--- config.mk ---
export PLATFORM = sky130hd
export DESIGN_NAME = lamp_bank
export DESIGN_NICKNAME = d
export VERILOG_FILES = /design/src/rtl/lamp_bank.sv
export SDC_FILE = /design/constraint.sdc
export NUM_CORES = 1
export LEC_CHECK = 0
export CELL_PAD_IN_SITES_DETAIL_PLACEMENT = 1
export CELL_PAD_IN_SITES_GLOBAL_PLACEMENT = 1
export CORE_MARGIN = 2
export CORE_UTILIZATION = 27
export CTS_BUF_LIST = sky130_fd_sc_hd__clkbuf_16
export DETAILED_ROUTE_END_ITERATION = 10
export PLACE_DENSITY = 0.83
export SLEW_MARGIN = 25
export SYNTH_ARGS = -nofsm -noshare
export SYNTH_HDL_FRONTEND = slang
export SYNTH_SLANG_ARGS = --single-unit
export TNS_END_PERCENT = 1
--- constraint.sdc ---
create_clock -name clk -period 3.31 [get_ports clk]
set_input_delay 0.662 -clock clk [delete_from_list [all_inputs] [get_ports clk]]
set_output_delay 0.662 -clock clk [all_outputs]
set_load 0.005 [all_outputs]
--- src/rtl/lamp_bank.sv ---
// lamp_bank: CHANNELS independent push-button/lamp toggle FSMs with a global all-off and a lit-lamp count.
// Optional feature macro LAMP_AUTO_OFF_EN builds a per-channel auto-off timer (TIMEOUT cycles in ON_REL).
module lamp_bank #(
    parameter int CHANNELS = 4,
    parameter int TIMEOUT  = 8
) (
    input  logic                          clk,
    input  logic                          reset,
    input  logic [CHANNELS-1:0]           B,
    input  logic                          all_off,
    output logic [CHANNELS-1:0]           L,
    output logic [CHANNELS-1:0]           s0,
    output logic [CHANNELS-1:0]           s1,
    output logic [$clog2(CHANNELS+1)-1:0] lit_count
);

    localparam int CW = $clog2(CHANNELS + 1);

    // Encoding is fixed so that bit 0 is the lamp and bit 1 is s1.
    typedef enum logic [1:0] {
        OFF_REL = 2'b00,
        ON_PR   = 2'b01,
        ON_REL  = 2'b11,
        OFF_PR  = 2'b10
    } state_e;

    if (CHANNELS < 1 || CHANNELS > 32 || TIMEOUT < 1) begin : g_param_check
        $error("lamp_bank: CHANNELS must be 1..32 and TIMEOUT >= 1");
    end

`ifdef LAMP_AUTO_OFF_EN
    localparam int TW = $clog2(TIMEOUT + 1);
`endif

    logic [CHANNELS-1:0] lamp_q;

    genvar gi;
    generate
        for (gi = 0; gi < CHANNELS; gi++) begin : g_chan
            state_e state_q, state_d;
            logic   expire;

`ifdef LAMP_AUTO_OFF_EN
            logic [TW-1:0] timer_q, timer_d;

            // Expiry on the TIMEOUT-th ON_REL cycle keeps the lamp lit exactly TIMEOUT cycles.
            assign expire = (state_q == ON_REL) && (timer_q == TW'(TIMEOUT - 1));

            always_comb begin
                timer_d = '0;
                if (state_q == ON_REL && state_d == ON_REL) begin
                    timer_d = (timer_q == TW'(TIMEOUT)) ? timer_q : timer_q + TW'(1);
                end
            end
`else
            assign expire = 1'b0;
`endif

            always_comb begin
                state_d = state_q;
                if (all_off) begin
                    state_d = B[gi] ? OFF_PR : OFF_REL;
                end else begin
                    case (state_q)
                        OFF_REL: if (B[gi])  state_d = ON_PR;
                        ON_PR:   if (!B[gi]) state_d = ON_REL;
                        ON_REL: begin
                            if (B[gi])       state_d = OFF_PR;
                            else if (expire) state_d = OFF_REL;
                        end
                        OFF_PR:  if (!B[gi]) state_d = OFF_REL;
                        default:             state_d = OFF_REL;
                    endcase
                end
            end

            always_ff @(posedge clk) begin
                if (reset) begin
                    state_q <= OFF_REL;
`ifdef LAMP_AUTO_OFF_EN
                    timer_q <= '0;
`endif
                end else begin
                    state_q <= state_d;
`ifdef LAMP_AUTO_OFF_EN
                    timer_q <= timer_d;
`endif
                end
            end

            assign lamp_q[gi] = state_q[0];
            assign s0[gi]     = state_q[0];
            assign s1[gi]     = state_q[1];
        end
    endgenerate

    assign L = lamp_q;

    always_comb begin
        lit_count = '0;
        for (int i = 0; i < CHANNELS; i++) begin
            lit_count = lit_count + CW'(lamp_q[i]);
        end
    end

endmodule

==> metrics.md, run 1 <==
| Metric | Value |
|---|---|
| Vias in the first global route | ~380 |
| CP max stage cell | fa_1 |
| Antenna cells | 0 |
| CTS Sinks | 8 |
| Post-CTS Hold Buffers | 0 |
| CP Capture Type | primary output |
| Top-count cell post-synth | dfxtp_1 |
| Worst Max-Slew Pin Slew | roughly 0.36 ns |
| Worst slew margin | around three quarters |
| H-tree Lvls | 1 |
| Worst hold path class | reg -> reg |
| Post CTS Setup Buffer Count | 0 |
| TritonCTS buffer count | 3 |
| FF-to-FF path depth | 2 |
| Cell count after placement | 73 |
| Worst-path clk slew | 0.04 ns |
| Nets@finish | 73 |
| Crit path max-delay family | adder cells |
| Number of synthesized flops with an enable pin | 0 |
| Crit-path max FO | 5 |
| CTS tree | built |
| Synthesized area | 397.9 µm² |
| Largest Register | g_chan.state_q |
| Worst r2r dst | g_chan[2].state_q[1] |
| Largest area contributor in the netlist | dfxtp_1 |
| Power Total | about 350 µW |
| DP Area | between 500 and 600 µm² |
| Max Clock Skew | approximately 0.000088 ns |
| FP Rows | 13 |
| CP required | ~2.7 ns |
| Fmax achieved | roughly 350 MHz |
| Regs by FF count | g_chan.state_q: 8 flops |
| Power Density | 537.0 mW/mm² |
| HPWL Detailed | just over 800 µm |
| Final ANT Viol Nets | 0 |
| Final non-filler cell area | roughly 660 µm² |
| Reg2Reg Launch Point | g_chan[2].state_q[0] |
| Final hold violation count | 0 |
| Yosys reg bits | 8 |
| Congestion Overflow GR | 0 |
| Share of cells above drive strength 1 | 4.918% |
| Synth warnings | 0 |
| Worst path buffer plus inverter count | 3 |
| Setup crit end | lit_count[1] |
| Period Utilization, post-route | between 80 and 90% |
| Port-buffer cells | 21 |
| Largest net degree at the start of global routing | 13 |
| Max Cap Viol | 0 |
| Slowest stage delay, CP | 0.53 ns |
| Routed len/inst | between 10 and 15 µm |
| Drt drc | 0 |
| Leak | between 0.2 and 0.3 nW |
| VDD IR-drop max | between 200 and 250 µV |
| Clk buf depth | 2 |
| Dpl ws | ~0.67 ns |
| Top-area cell type share of the netlist area | 40.25% |
| Syn Nets | between 50 and 60 |
| I/O pin count | 22 |
| CP Depth | 6 |
| Initial antenna violation count | 0 |
| Final std cells w/o fill | 76 |
| Status | finished, final reports clean |
| Setup tns final | 0 ns |
| First-pass GRT wire length | ~1800 µm |
| Max-slew violations | 0 |
| CP Launch Type | register |
| Endpoints failing setup | 0 |
| Clock root buffer | clkbuf_16 |
| Synth top area cells | dfxtp_1, or3b_1, buf_4 |
| Fill cells | approximately 160 |
| Async SR Flop Fraction | 0% |
| Full die area | 0.001796 mm² |
| RSZ-0062 raised after global routing | false |
| Period minus WS final | about 2.9 ns |
| Avg Inst Size Synth | around 9.5 µm² |
| Final wirelength | 1127 µm |
| Max reg flops | 8 |
| Top post-synthesis cells by count | dfxtp_1, inv_1 |
| Initial Util | slightly below 30% |
| Via density per instance | just over 5 |
| Clk_lat worst skew | roughly 0.23 ns |
| Core ar. | around 0.0013 mm² |
| Final GP Congestion | 0.6563 |
| Die H | roughly 42 µm |
| CP Class | reg -> out |
| GRT Resource Usage Total | 14.34% |
| Drt pass-1 iters | 3 |
| Cts repair resizes | 0 |
| DR iter-0 viols | 5 |
| Post-synthesis sequential area ratio | 40.25% |
| Worst setup margin | between 0.4 and 0.5 ns |
| Main synth FF type | dfxtp_1 |
| Syn Inst Count | 42 |
| Post-synthesis cell type count | 13 |
| P&R area growth vs syn | 66.04% |
| Vias | 393 |
| Flop2flop setup slack | about 2.3 ns |
| Die X | approximately 42 µm |
| Arrival time worst endpoint | around 2.2 ns |
| Crit path launch | g_chan[0].state_q[0] |
| Worst path cell trace | inv_1, fa_1, inv_1, ha_1, ha_1, clkdlybuf4s50_1 |
[kinds of logic (layout without fill, tap and decap cells)]
| logic type | count (synthesis) | count (layout) | share of synthesized area (%) |
|---|---|---|---|
| AOI/OAI and AO/OA | 12 | 12 | 18.56 |
| adders and majority gates | 3 | 3 | 11.32 |
| buffers and inverters | 10 | 29 | 15.09 |
| DFF | 8 | 8 | 40.25 |
| and+or+nand+nor | 9 | 9 | 14.78 |
[power breakdown]
| part | switching, mW | internal [mW] |
|---|---|---|
| clock | 0.0469 | 0.156 |
| combinational | 0.0163 | 0.0287 |
| sequential | 0.00507 | 0.102 |
| total | 0.0683 | 0.287 |
[cell usage in the layout (no fill, tap or decap)]
cell	count
a2111oi_0	3
a211oi_1	1
a21oi_1	4
clkbuf_16	3
clkdlybuf4s50_1	21
dfxtp_1	8
fa_1	1
ha_1	2
inv_1	5
nand2b_1	2
nor2_1	3
o21ai_0	4
or3b_1	4
[cell type report]
| class | instances | area (µm²) | share of cell area (%) |
|---|---|---|---|
| flip-flops and latches | 8 | 160.2 | 24.24 |
| inverters | 5 | 18.77 | 2.841 |
| well taps | 15 | 18.77 | 2.841 |
| repair buffers | 21 | 210.2 | 31.82 |
| clock buffers | 3 | 75.07 | 11.36 |
| multi-input cells | 24 | 177.7 | 26.89 |
[worst min path at each step]
stage / startpoint / end / cells past startpoint / slack, ns
CTS: g_chan[1].state_q[1] / g_chan[1].state_q[0] / 1 / 0.48
detailed placement: g_chan[1].state_q[1] / g_chan[1].state_q[0] / 1 / 0.47
floorplan: g_chan[0].state_q[1] / g_chan[0].state_q[0] / 1 / 0.47
finish: g_chan[1].state_q[1] / g_chan[1].state_q[0] / 1 / 0.48
global placement: g_chan[1].state_q[1] / g_chan[1].state_q[0] / 1 / 0.47
global route: g_chan[0].state_q[1] / g_chan[0].state_q[0] / 1 / 0.50
[metal layers]
layer / part of all wire (%) / vias to the layer above / track usage (%)
li1: - / 183 / -
met1: 42 / 191 / 14.62
met2: 50 / 15 / 24.00
met3: 4.8 / 4 / 3.017
met4: 2.6 / 0 / 13.13
met5: 0 / - / 0
[metrics by stage]
stage	hold WS, ns	util, %
after floorplan	0.4675	-
after global placement	0.4672	43.90
after detailed placement	0.4718	43.90
after CTS	0.4798	49.53
after global routing	0.5002	49.53
final	0.4773	49.53
(Power assumes the default switching activity.)
==> inputs of run 2 (changes only) <==
--- a/config.mk
+++ b/config.mk
@@ -12,6 +12,7 @@
 export CTS_BUF_LIST = sky130_fd_sc_hd__clkbuf_16
 export DETAILED_ROUTE_END_ITERATION = 10
 export PLACE_DENSITY = 0.83
+export SETUP_SLACK_MARGIN = 0.5
 export SLEW_MARGIN = 25
 export SYNTH_ARGS = -nofsm -noshare
 export SYNTH_HDL_FRONTEND = slang
==> metrics.md, run 2 (synthesized netlist as in run 1, its figures left out) <==
| Metric | Value |
|---|---|
| Status | finished, final reports clean |
| Slowest stage delay, CP | between 0.5 and 0.6 ns |
| Setup tns final | 0 ns |
| I/O pin count | 22 |
| Fill cells | between 150 and 200 |
| Via density per instance | roughly 5.2 |
| Drt pass-1 iters | 2 |
| Full die area | between 0.0015 and 0.002 mm² |
| Endpoints failing setup | 0 |
| H-tree Lvls | 1 |
| CTS Sinks | 8 |
| CP Class | reg -> out |
| Worst hold path class | reg -> reg |
| Core ar. | roughly 0.0013 mm² |
| Final hold violation count | 0 |
| P&R area growth vs syn | 66.67% |
| Most frequent cells in the layout | clkdlybuf4s50_1, inv_1, dfxtp_1 |
| Drt drc | 0 |
| VDD IR-drop max | ~230 µV |
| Worst setup margin | 0.6603 ns |
| Die X | 42.39 µm |
| Worst Max-Slew Pin Slew | 0.3671 ns |
| Arrival time worst endpoint | around 2.0 ns |
| Leak | 0.2596 nW |
| Vias | a little under 400 |
| Post CTS Setup Buffer Count | 0 |
| Max reg flops | 8 |
| RSZ-0062 raised after global routing | false |
| Dpl ws | around 0.67 ns |
| Initial antenna violation count | 0 |
| Most common cell after layout, fill and taps aside | clkdlybuf4s50_1 |
| Die H | about 42 µm |
| Seq pwr share | between 30% and 40% |
| First-pass GRT wire length | ~1800 µm |
| Final wirelength | 1120 µm |
| CP max stage cell | fa_1 |
| Largest Register | g_chan.state_q |
| Period Utilization, post-route | about four fifths |
| Worst-path clk slew | 0.04 ns |
| Clk buf depth | 2 |
| FP Rows | 13 |
| Congestion Overflow GR | 0 |
| Int Power | about 290 µW |
| Clock root buffer | clkbuf_16 |
| Clk_lat worst skew | 0.23 ns |
| Multi-input gate area | about 180 µm² |
| Max Clock Skew | ~0.000079 ns |
| GRT Resource Usage Total | around 14% |
| Initial Util | ~30% |
| HPWL Detailed | ~810 µm |
| DR iter-0 viols | 5 |
| TritonCTS buffer count | 3 |
| Worst path cell trace | inv_1, fa_1, inv_1, ha_1, ha_1, clkdlybuf4s50_1 |
| Fmax achieved | between 300 and 400 MHz |
| Share of cells above drive strength 1 | 9.836% |
| Nets@finish | between 70 and 80 |
| FF/Latch Area | around 160 µm² |
| Switch Pwr | between 60 and 70 µW |
| Crit-path max FO | 5 |
| Routed len/inst | approximately 15 µm |
| Worst slew margin | 75.45% |
| Sw frac | 19.11% |
| Largest net degree at the start of global routing | 13 |
| Max-slew violations | 0 |
| Combinational share of power | between 10% and 20% |
| Vias in the first global route | between 300 and 400 |
| Clk pwr share | a little under three fifths |
| CP required | 2.65 ns |
| CP Capture Type | primary output |
| Period minus WS final | 2.650 ns |
| Port-buffer cells | 21 |
| Regs by FF count | g_chan.state_q: 8 flops |
| Power Density | roughly 530 mW/mm² |
| Final GP Congestion | 0.6563 |
| CP Launch Type | register |
| Flop2flop setup slack | 2.26 ns |
| Max Cap Viol | 0 |
| Final ANT Viol Nets | 0 |
| Antenna cells | 0 |
| CTS tree | built |
-- run 2: critical path, delay by kind of cell, from the launching register on --
kind | cells | cell delay (ns)
flops | 1 | 0.35
fa+ha+maj | 3 | 0.87
buf+inv | 3 | 0.55
-- run 2: per-stage QoR --
| stage | hold slack, ns | util (%) | cells | area (µm²) | total power [mW] |
|---|---|---|---|---|---|
| final | 0.4696 | 49.72 | 76 | 663.1 | 0.3540 |
| after detailed placement | 0.4718 | 43.90 | 73 | 585.6 | 0.1541 |
| after CTS | 0.4722 | 49.72 | 76 | 663.1 | 0.3582 |
| after global placement | 0.4672 | 43.90 | 73 | 585.6 | 0.1522 |
| after floorplan | 0.4675 | - | 42 | 397.9 | 0.1247 |
| after global routing | 0.4926 | 49.72 | 76 | 663.1 | 0.3663 |
-- run 2: worst paths after layout --
path | endpoint | start | depth (start not counted)
min reg2reg | g_chan[1].state_q[0] | g_chan[1].state_q[1] | 1
max reg2reg | g_chan[2].state_q[1] | g_chan[2].state_q[0] | 2
max | lit_count[2] | g_chan[0].state_q[0] | 6
min | g_chan[1].state_q[0] | g_chan[1].state_q[1] | 1
-- run 2: repair_timing --
action / in CTS / in global routing
hold buffers: 0 / 0
setup endpoints to repair: 1 / 0
gates resized for setup: 4 / 0
-- run 2: per-layer routing --
metal,vias to the layer above,wire (µm),global-route usage (%)
met5,-,0,0
met2,15,577,24.31
li1,185,-,-
met1,192,465,14.62
met3,4,48,3.017
met4,0,29,13.13
-- run 2: power groups by stage --
stage / clock, mW / sequential (mW) / combinational (mW)
6_report: 0.202 / 0.108 / 0.0445
5_1_grt: 0.209 / 0.109 / 0.0490
4_1_cts: 0.205 / 0.108 / 0.0456
3_5_place_dp: 0 / 0.109 / 0.0453
3_3_place_gp: 0 / 0.108 / 0.0441
2_1_floorplan: 0 / 0.108 / 0.0169
-- run 2: cell type report --
type	instances	area share, %
repair buffers	21	31.51
multi-input cells	24	26.79
flip-flops and latches	8	24.72
clock buffers	3	11.32
inverters	5	2.830
well taps	15	2.830
==> inputs of run 3 (changes only) <==
--- a/config.mk
+++ b/config.mk
@@ -8,10 +8,10 @@
 export CELL_PAD_IN_SITES_DETAIL_PLACEMENT = 1
 export CELL_PAD_IN_SITES_GLOBAL_PLACEMENT = 1
 export CORE_MARGIN = 2
-export CORE_UTILIZATION = 27
+export CORE_UTILIZATION = 25
 export CTS_BUF_LIST = sky130_fd_sc_hd__clkbuf_16
 export DETAILED_ROUTE_END_ITERATION = 10
-export PLACE_DENSITY = 0.83
+export PLACE_DENSITY = 0.78
 export SETUP_SLACK_MARGIN = 0.5
 export SLEW_MARGIN = 25
 export SYNTH_ARGS = -nofsm -noshare
==> constraint.sdc (replaced) <==
create_clock -name clk -period 2.8 [get_ports clk]
set_input_delay 0.56 -clock clk [delete_from_list [all_inputs] [get_ports clk]]
set_output_delay 0.56 -clock clk [all_outputs]
set_load 0.005 [all_outputs]
==> metrics.md, run 3 (synthesized netlist as in run 1, its figures left out) <==
| Metric | Value |
|---|---|
| Status | finished, final reports clean |
| Post-CTS Hold Buffers | 0 |
| Max Cap Viol | 0 |
| Initial antenna violation count | 0 |
| Crit-path max FO | 3 |
| I/O pin count | 22 |
| Leak | ~0.28 nW |
| Vias | 400 |
| Core ar. | about 0.0015 mm² |
| Worst Max-Slew Pin Slew | ~0.35 ns |
| Period minus WS final | around 2.3 ns |
| FP Rows | 14 |
| Routed len/inst | roughly 13 µm |
| Final GP Congestion | 0.6682 |
| Slowest stage delay, CP | about 0.52 ns |
| CP Depth | 6 |
| Worst slew margin | 76.16% |
| Setup crit end | lit_count[1] |
| Port-buffer cells | 21 |
| RSZ-0062 raised after global routing | true |
| Fmax achieved | approximately 440 MHz |
| Largest net degree at the start of global routing | 13 |
| Via density per instance | 4.938 |
| Regs by FF count | g_chan.state_q: 8 flops |
| Max reg flops | 8 |
| Drt drc | 0 |
| CTS tree | built |
| Nets@finish | 77 |
| Flop2flop setup slack | around 1.8 ns |
| Reg2Reg Launch Point | g_chan[3].state_q[0] |
| H-tree Lvls | 1 |
| Cell count after placement | 74 |
| FF-to-FF path depth | 3 |
| Endpoints failing setup | 0 |
| Crit path max-delay family | adder cells |
| CP required | between 2 and 2.5 ns |
| First-pass GRT wire length | around 1700 µm |
| Clk buf depth | 2 |
| TritonCTS buffer count | 3 |
| Power Density | 584.9 mW/mm² |
| CP Capture Type | primary output |
| Drt pass-1 iters | 3 |
| Antenna cells | 0 |
| Worst hold path class | reg -> reg |
| Crit path launch | g_chan[3].state_q[0] |
| CTS Sinks | 8 |
| Max-slew violations | 0 |
| GRT Resource Usage Total | approximately 13% |
| CP Class | reg -> out |
| Largest Register | g_chan.state_q |
| Full die area | between 0.0015 and 0.002 mm² |
| CP max stage cell | fa_1 |
| Worst-path clk slew | ~0.04 ns |
| Worst r2r dst | g_chan[3].state_q[1] |
| Clock root buffer | clkbuf_16 |
| Worst path cell trace | inv_2, fa_1, inv_1, ha_2, ha_4, buf_6 |
| Setup tns final | 0 ns |
| HPWL Detailed | between 700 and 800 µm |
| Period Utilization, post-route | 80.43% |
| P&R area growth vs syn | 80.19% |
| Worst path buffer plus inverter count | 3 |
| Max Clock Skew | 0.001573 ns |
| Clk_lat worst skew | around 0.23 ns |
| Arrival time worst endpoint | roughly 1.7 ns |
| DR iter-0 viols | 3 |
| Initial Util | around a quarter |
| CP Launch Type | register |
| Most common cell after layout, fill and taps aside | clkdlybuf4s50_1 |
| Die H | between 40 and 50 µm |
| Die X | between 40 and 50 µm |
| VDD IR-drop max | 372.8 µV |
| Final hold violation count | 0 |
| Congestion Overflow GR | 0 |
| Share of cells above drive strength 1 | between 20 and 25% |
| Vias in the first global route | 380 |
| Most frequent cells in the layout | clkdlybuf4s50_1, dfxtp_1 |
| Final std cells w/o fill | between 80 and 90 |
| Final wirelength | ~1100 µm |
| Final ANT Viol Nets | 0 |
-- run 3: cell count changes in the layout (fill, tap and decap cells not counted), sizes merged --
cell           change
dlygate4sd2        -1
clkdlybuf4s15      +2
clkdlybuf4s50      -2
buf                +5
-- run 3: metrics by stage --
stage | setup slack [ns] | hold slack (ns) | util (%) | total power [mW] | instance area (µm²)
after floorplan | 0.8039 | 0.4675 | - | 0.1475 | 397.9
after CTS | 0.3589 | 0.4759 | 44.60 | 0.4178 | 671.9
after detailed placement | 0.2887 | 0.4769 | 38.95 | 0.1817 | 586.8
final | 0.5479 | 0.4799 | 47.59 | 0.4193 | 716.9
after global placement | 0.3055 | 0.4674 | 38.95 | 0.1801 | 586.8
after global routing | 0.4712 | 0.5192 | 47.59 | 0.4397 | 716.9
-- run 3: final cells by class --
| cell class | count | area, µm² |
|---|---|---|
| multi-input combinational | 24 | 192.7 |
| sequential | 8 | 168.9 |
| fill | 170 | 789.5 |
| clock buffer | 3 | 75.07 |
| tap | 16 | 20.02 |
| inverter | 5 | 18.77 |
| timing repair buffer | 25 | 241.5 |
-- run 3: worst min path at each step --
stage / from / end / slack, ns / cells after the start
after floorplan: g_chan[0].state_q[1] / g_chan[0].state_q[0] / 0.47 / 1
after global placement: g_chan[1].state_q[1] / g_chan[1].state_q[0] / 0.47 / 1
after detailed placement: g_chan[0].state_q[1] / g_chan[0].state_q[0] / 0.48 / 1
after CTS: g_chan[0].state_q[1] / g_chan[0].state_q[0] / 0.48 / 1
after global routing: g_chan[0].state_q[1] / g_chan[0].state_q[0] / 0.52 / 1
final: g_chan[0].state_q[1] / g_chan[0].state_q[0] / 0.48 / 1
-- run 3: repair_timing --
item | in CTS | in global routing
pin swaps | 0 | 1
endpoints found under the setup margin | 3 | 3
buffers inserted | 1 | 3
gates resized for setup | 7 | 11
-- run 3: worst register-to-register path, delay by kind of cell (launching register included) --
| family | cells | cell delay (ns) |
|---|---|---|
| simple gates | 1 | 0.34 |
| compound gates | 1 | 0.13 |
| flops | 1 | 0.35 |
| buf+inv | 1 | 0.11 |
-- run 3: per-layer routing --
metal,GRT usage (%),share of wire [%]
met1,13.20,36
met2,21.76,55
met3,3.750,6.9
met4,9.091,1.5
met5,0,0
-- run 3: power by group --
part / switching, mW / internal [mW] / total (mW)
logic: 0.0214 / 0.0370 / 0.0584
registers: 0.00529 / 0.120 / 0.125
clock network: 0.0519 / 0.184 / 0.236
total: 0.0786 / 0.341 / 0.419
